### config.mk
export PLATFORM = sky130hd
export DESIGN_NAME = pipe_result_collector_flat
export DESIGN_NICKNAME = d
export VERILOG_FILES = /design/src/rtl/pipe_pkg.sv /design/src/rtl/pipe_result_collector_if.sv /design/src/rtl/pipe_sync_fifo.sv /design/src/rtl/pipe_result_collector.sv /design/src/flat_wrapper.sv
export SDC_FILE = /design/constraint.sdc
export NUM_CORES = 1
export LEC_CHECK = 0
export ABC_AREA = 1
export CAP_MARGIN = 30
export CORE_MARGIN = 1.5
export CORE_UTILIZATION = 53
export CTS_CLUSTER_DIAMETER = 150
export DETAILED_ROUTE_END_ITERATION = 16
export PLACE_DENSITY = 0.89
export REMOVE_ABC_BUFFERS = 1
export SLEW_MARGIN = 20
export SYNTH_ARGS = -nofsm -noshare
export SYNTH_HDL_FRONTEND = slang
export SYNTH_SLANG_ARGS = --single-unit
### constraint.sdc
create_clock -name clk -period 2.85 [get_ports clk]
set_input_delay 0.57 -clock clk [delete_from_list [all_inputs] [get_ports clk]]
set_output_delay 0.57 -clock clk [all_outputs]
set_load 0.05 [all_outputs]
### src/rtl/pipe_pkg.sv
// Shared constants and types for the pipeline result collector slice.
package pipe_pkg;

   localparam int N     = 10;
   localparam int LAT   = 3;
   localparam int DEPTH = 4;
   localparam int CNT_W = 8;
   localparam int ACC_W = 16;
   localparam int PTR_W = $clog2(DEPTH) + 1;

   typedef logic [N-1:0] result_t;

endpackage

### src/rtl/pipe_result_collector_if.sv
// Valid/ready result port of the collector; master drives data, slave drives ready.
import pipe_pkg::*;

interface pipe_result_collector_if #(
   parameter int N = pipe_pkg::N
);
   logic         out_valid;
   logic         out_ready;
   logic [N-1:0] out_data;

   modport master (output out_valid, output out_data, input out_ready);
   modport slave  (input out_valid, input out_data, output out_ready);
endinterface

### src/rtl/pipe_sync_fifo.sv
// Small synchronous FIFO with an extra-bit pointer scheme and a registered head word.
import pipe_pkg::*;

module pipe_sync_fifo #(
   parameter int N     = pipe_pkg::N,
   parameter int DEPTH = pipe_pkg::DEPTH
) (
   input  logic         clk,
   input  logic         rst,
   input  logic         push,
   input  logic         pop,
   input  logic [N-1:0] din,
   output logic [N-1:0] dout,
   output logic         full,
   output logic         empty
);
   localparam int AW = $clog2(DEPTH);
   localparam int PW = AW + 1;

   logic [N-1:0]  mem [DEPTH];
   logic [PW-1:0] wr_ptr_reg, rd_ptr_reg;
   logic [PW-1:0] wr_ptr_next, rd_ptr_next;
   logic [N-1:0]  head_reg;
   logic          head_load;

   assign empty = (wr_ptr_reg == rd_ptr_reg);
   assign full  = (wr_ptr_reg[PW-1] != rd_ptr_reg[PW-1]) &&
                  (wr_ptr_reg[AW-1:0] == rd_ptr_reg[AW-1:0]);
   assign dout  = head_reg;

   // push/pop arrive already qualified against full/empty by the caller.
   always_comb begin
      wr_ptr_next = wr_ptr_reg + PW'(push);
      rd_ptr_next = rd_ptr_reg + PW'(pop);
      head_load   = (empty && push) || (pop && (rd_ptr_next != wr_ptr_next));
   end

   always_ff @(posedge clk) begin
      if (push)
         mem[wr_ptr_reg[AW-1:0]] <= din;
   end

   // The head register keeps the last popped word visible while the FIFO is empty.
   always_ff @(posedge clk) begin
      if (rst) begin
         wr_ptr_reg <= '0;
         rd_ptr_reg <= '0;
         head_reg   <= '0;
      end else begin
         wr_ptr_reg <= wr_ptr_next;
         rd_ptr_reg <= rd_ptr_next;
         if (head_load)
            head_reg <= (rd_ptr_next == wr_ptr_reg) ? din : mem[rd_ptr_next[AW-1:0]];
      end
   end

endmodule

### src/rtl/pipe_result_collector.sv
// Tags pipeline F samples with a delayed valid, queues them and keeps count/overflow status.
// Optional running sum of accepted results is enabled by defining PIPE_COLLECT_ACC_EN.
import pipe_pkg::*;

module pipe_result_collector #(
   parameter int N     = pipe_pkg::N,
   parameter int LAT   = pipe_pkg::LAT,
   parameter int DEPTH = pipe_pkg::DEPTH,
   parameter int CNT_W = pipe_pkg::CNT_W,
   parameter int ACC_W = pipe_pkg::ACC_W
) (
   input  logic                        clk,
   input  logic                        rst,
   input  logic                        in_valid,
   input  logic [N-1:0]                f_in,
   pipe_result_collector_if.master     out_if,
   output logic [CNT_W-1:0]            count,
   output logic                        overflow,
   output logic [ACC_W-1:0]            acc_sum
);
   logic [LAT-1:0]   vd_reg;
   logic [CNT_W-1:0] count_reg;
   logic             overflow_reg;
   logic             full, empty;
   logic             res_valid, do_push, do_pop, drop;

   assign res_valid = vd_reg[LAT-1];
   assign do_pop    = !empty && out_if.out_ready;
   // A simultaneous pop frees a slot, so a full FIFO still accepts the push.
   assign do_push   = res_valid && (!full || do_pop);
   assign drop      = res_valid && !do_push;

   assign out_if.out_valid = !empty;
   assign count            = count_reg;
   assign overflow         = overflow_reg;

   pipe_sync_fifo #(.N(N), .DEPTH(DEPTH)) u_fifo (
      .clk   (clk),
      .rst   (rst),
      .push  (do_push),
      .pop   (do_pop),
      .din   (f_in),
      .dout  (out_if.out_data),
      .full  (full),
      .empty (empty)
   );

   always_ff @(posedge clk) begin
      if (rst) begin
         vd_reg       <= '0;
         count_reg    <= '0;
         overflow_reg <= 1'b0;
      end else begin
         vd_reg[0] <= in_valid;
         for (int i = 1; i < LAT; i++)
            vd_reg[i] <= vd_reg[i-1];
         if (do_push)
            count_reg <= count_reg + CNT_W'(1);
         if (drop)
            overflow_reg <= 1'b1;
      end
   end

`ifdef PIPE_COLLECT_ACC_EN
   logic [ACC_W-1:0] acc_reg;

   always_ff @(posedge clk) begin
      if (rst)
         acc_reg <= '0;
      else if (do_push)
         acc_reg <= acc_reg + ACC_W'(f_in);
   end

   assign acc_sum = acc_reg;
`else
   assign acc_sum = '0;
`endif

endmodule

### src/flat_wrapper.sv
// flat-port wrapper written by rule: the top's interface ports become plain ports
module pipe_result_collector_flat 
#(
   parameter int N     = pipe_pkg::N,
   parameter int LAT   = pipe_pkg::LAT,
   parameter int DEPTH = pipe_pkg::DEPTH,
   parameter int CNT_W = pipe_pkg::CNT_W,
   parameter int ACC_W = pipe_pkg::ACC_W
)
  (clk, rst, in_valid, f_in, count, overflow, acc_sum, out_if_out_valid, out_if_out_data, out_if_out_ready);
  pipe_result_collector_if #(.N(N)) out_if_i ();
  input  logic clk;
  input  logic rst;
  input  logic in_valid;
  input  logic [N-1:0] f_in;
  output logic [CNT_W-1:0] count;
  output logic overflow;
  output logic [ACC_W-1:0] acc_sum;
  output wire logic [$bits(out_if_i.out_valid)-1:0] out_if_out_valid;
  output wire logic [$bits(out_if_i.out_data)-1:0] out_if_out_data;
  input wire logic [$bits(out_if_i.out_ready)-1:0] out_if_out_ready;
  assign out_if_out_valid = out_if_i.out_valid;
  assign out_if_out_data = out_if_i.out_data;
  assign out_if_i.out_ready = out_if_out_ready;
  pipe_result_collector #(.N(N), .LAT(LAT), .DEPTH(DEPTH), .CNT_W(CNT_W), .ACC_W(ACC_W)) u_core (.clk(clk), .rst(rst), .in_valid(in_valid), .f_in(f_in), .out_if(out_if_i), .count(count), .overflow(overflow), .acc_sum(acc_sum));
endmodule
==> flow_summary.ini <==
[timing]
setup_viol_count_final = 0
worstMarginPinSlew_ns = 0.5161
postLayoutSetupSlackWorst_ns = 0.1494
slew_viol_final = 0
max_freq_mhz = 370.3
fin_setup_tns_ns = 0
rsz0062_at_grt = false
finalHoldViolCount = 0
fin_crit_ns = 2.701
maxSlewHeadroom = 0.6549
fin_skew_ns = 0.01040
finalCritPeriodShare = 0.9476

[worst_setup_path]
crit_path_cell_trace = xnor2_2, nand3_2, nand2_1, inv_1, ha_1, ha_1, inv_2, nand2_1, nand2_1, nor2_2, nand2_2, nand2_1, nand2_1, inv_1, nand2_1, nand2_1, nor2_1
worst_path_most_repeated_cell = nand2_1
crit_fanout = 10
cpPeakStageDelay_ns = 0.52
startpoint_type = register
required_ns = 3.10
critPathCaptureType = register
cp_slowest_cell = dfxtp_1
critPathKind = register to register
crit_arrival_ns = 2.96

[power]
ir_drop_mv = 0.4413
powerDensity_mw_per_mm2 = 560.1
leakagePower_nw = 1.550

[grt]
grt_usage = 0.2248
antenna_found_initial = 0
grt_max_degree = 20
grt_overflow = 0
grt_pass1_wl_um = 10760
grt_pass1_vias = 2311

[yosys]
synth_edf_count = 40
synthCells = 360
ys.flop_type = edfxtp_1
synth_cell_type_count = 28
mappedNetlistArea_mm2 = 0.003214
ys_top_cells_by_count = 84 x nand2_1, 62 x nor2_1, 40 x edfxtp_1, 28 x dfxtp_1, 25 x o21ai_0
syn_area_per_cell_um2 = 8.929
ys_ff_latch = 68
ys_top_cells_by_area = edfxtp_1 37%, dfxtp_1 17%, nand2_1 9.8%
yosys_warnings = 0
async_flop_share = 0
synth_top_area_cell = edfxtp_1
synth_most_common_cell = nand2_1
synth_top_area_frac = 0.3737
seq_area_frac_synth = 0.5481

[die]
start_util = 0.5461
die_area_mm2 = 0.006541
die_x_um = 80.88
ioPinCount = 50
die-height_um = 80.88
fp-row-count = 28
core_area_mm2 = 0.005886

[routing]
num_vias = 2499
drc = 0
routed_wl_um = 6580
vias_per_cell = 5.142
dr.pass1.iters = 5
postRouteAntennaNets = 0
routedWlPerCell_um = 13.54
drt-initial-drc-count = 173

[status]
status = completed

[clock_tree]
post_cts_buffers = 0
cts_buffers = 9
clock_sinks = 68
max-clock-path-buffers = 2
clk_latency_ns = 0.35
root_buffer = clkbuf_8
ctsHoldBuffers = 0
htreeDepth = 3
ctsResizeCount = 0
cts_tree = built
cts.clk_slew.worst_paths_ns = 0.08

[flow_run]
cap_violations = 0

[hold_path]
hp-class = register to register

[placement]
dpl.hpwl_um = 4635
place.gp.congestion = 0.7871
pre_cts_ws_ns = 0.05781
io_buffers = 33

[finish]
num_antenna_cells = 0
layout.nets = 425
layout-drive-gt1-share = 0.1168
synthToLayoutAreaGrowth_pct = 17.56
largest_reg_flops = 40
[final cells by class]
class | count | area (um^2)
fill | 457 | 2107
sequential | 68 | 1762
multi-input combinational | 250 | 1196
timing repair buffer | 50 | 457.9
clock buffer | 9 | 123.9
inverter | 27 | 101.3
tap | 75 | 93.84
clock inverter | 7 | 43.79
[stage by stage]
stage               power, W  utilization  cells  hold slack, ns  cell area [um^2]
CTS                 0.002124       0.6420    486          0.3904              3779
floorplan           0.001324            -    345          0.3883              3059
global placement    0.001439       0.6135    470          0.3949              3611
detailed placement  0.001452       0.6135    470          0.3949              3611
finish              0.002116       0.6420    486          0.3912              3779
global route        0.002204       0.6420    486          0.4290              3779
[where the power goes]
part	leakage [nW]	total [W]	switching, W	internal [W]
sequential	0.587	0.00107	0.0000106	0.00106
combinational	0.876	0.000367	0.000251	0.000116
clock	0.0864	0.000683	0.000373	0.000310
[worst max-delay path: cells and delay by family (launching register included)]
| family | cells | cell delay, ns |
|---|---|---|
| DFF | 1 | 0.52 |
| xor gates and xnor gates | 1 | 0.20 |
| and+or+nand+nor | 11 | 1.11 |
| adders and majority gates | 2 | 0.55 |
| buffers and inverters | 3 | 0.23 |
[per-layer routing]
layer	GRT usage	part of all wire	wire length, um
met1	0.2688	0.41	2709
met2	0.3725	0.50	3313
met3	0.06966	0.062	409
met4	0.1000	0.022	148
met5	0	0	0
[cells by family (layout without fill, tap and decap cells)]
logic type      Yosys count  after routing  synth area share
simple gates            181            181            0.2406
flops                    68             68            0.5481
other cells               1             16          0.001167
compound gates           38             38           0.05917
fa+ha+maj                 5              5           0.01946
xor+xnor                 10             10           0.03426
buf+inv                  57             93           0.09731
[cells in the final DEF (no fill, tap or decap)]
master            n
nand4_1           2
nand2_1          84
nand3_2           1
dfxtp_1          28
xnor2_2           3
nand2_4           1
edfxtp_1         40
nand2_2           2
clkinv_4          2
nand4_2           1
nand3_4           1
inv_2             4
xnor2_1           4
ha_1              5
clkbuf_8          9
inv_1            23
clkinvlp_4        1
nand3b_1          4
clkinv_2          3
conb_1           16
nor2_2            3
clkinv_1          1
o21ai_0          25
a21oi_1          13
nor2_1           62
nor3_1            4
clkdlybuf4s50_1  33
nand3_1          16
xor2_1            3
buf_4            17
[path summary, 6_finish.rpt]
check | from | end | slack [ns] | depth (start not counted)
setup reg to reg | u_core.u_fifo.wr_ptr_reg[1] | u_core.u_fifo.dout[5] | 0.15 | 17
setup / recovery | u_core.u_fifo.wr_ptr_reg[1] | u_core.u_fifo.dout[5] | 0.15 | 17
hold / removal | u_core.vd_reg[1] | u_core.vd_reg[2] | 0.39 | 2
hold reg to reg | u_core.vd_reg[1] | u_core.vd_reg[2] | 0.39 | 2
(Power assumes the default switching activity.)
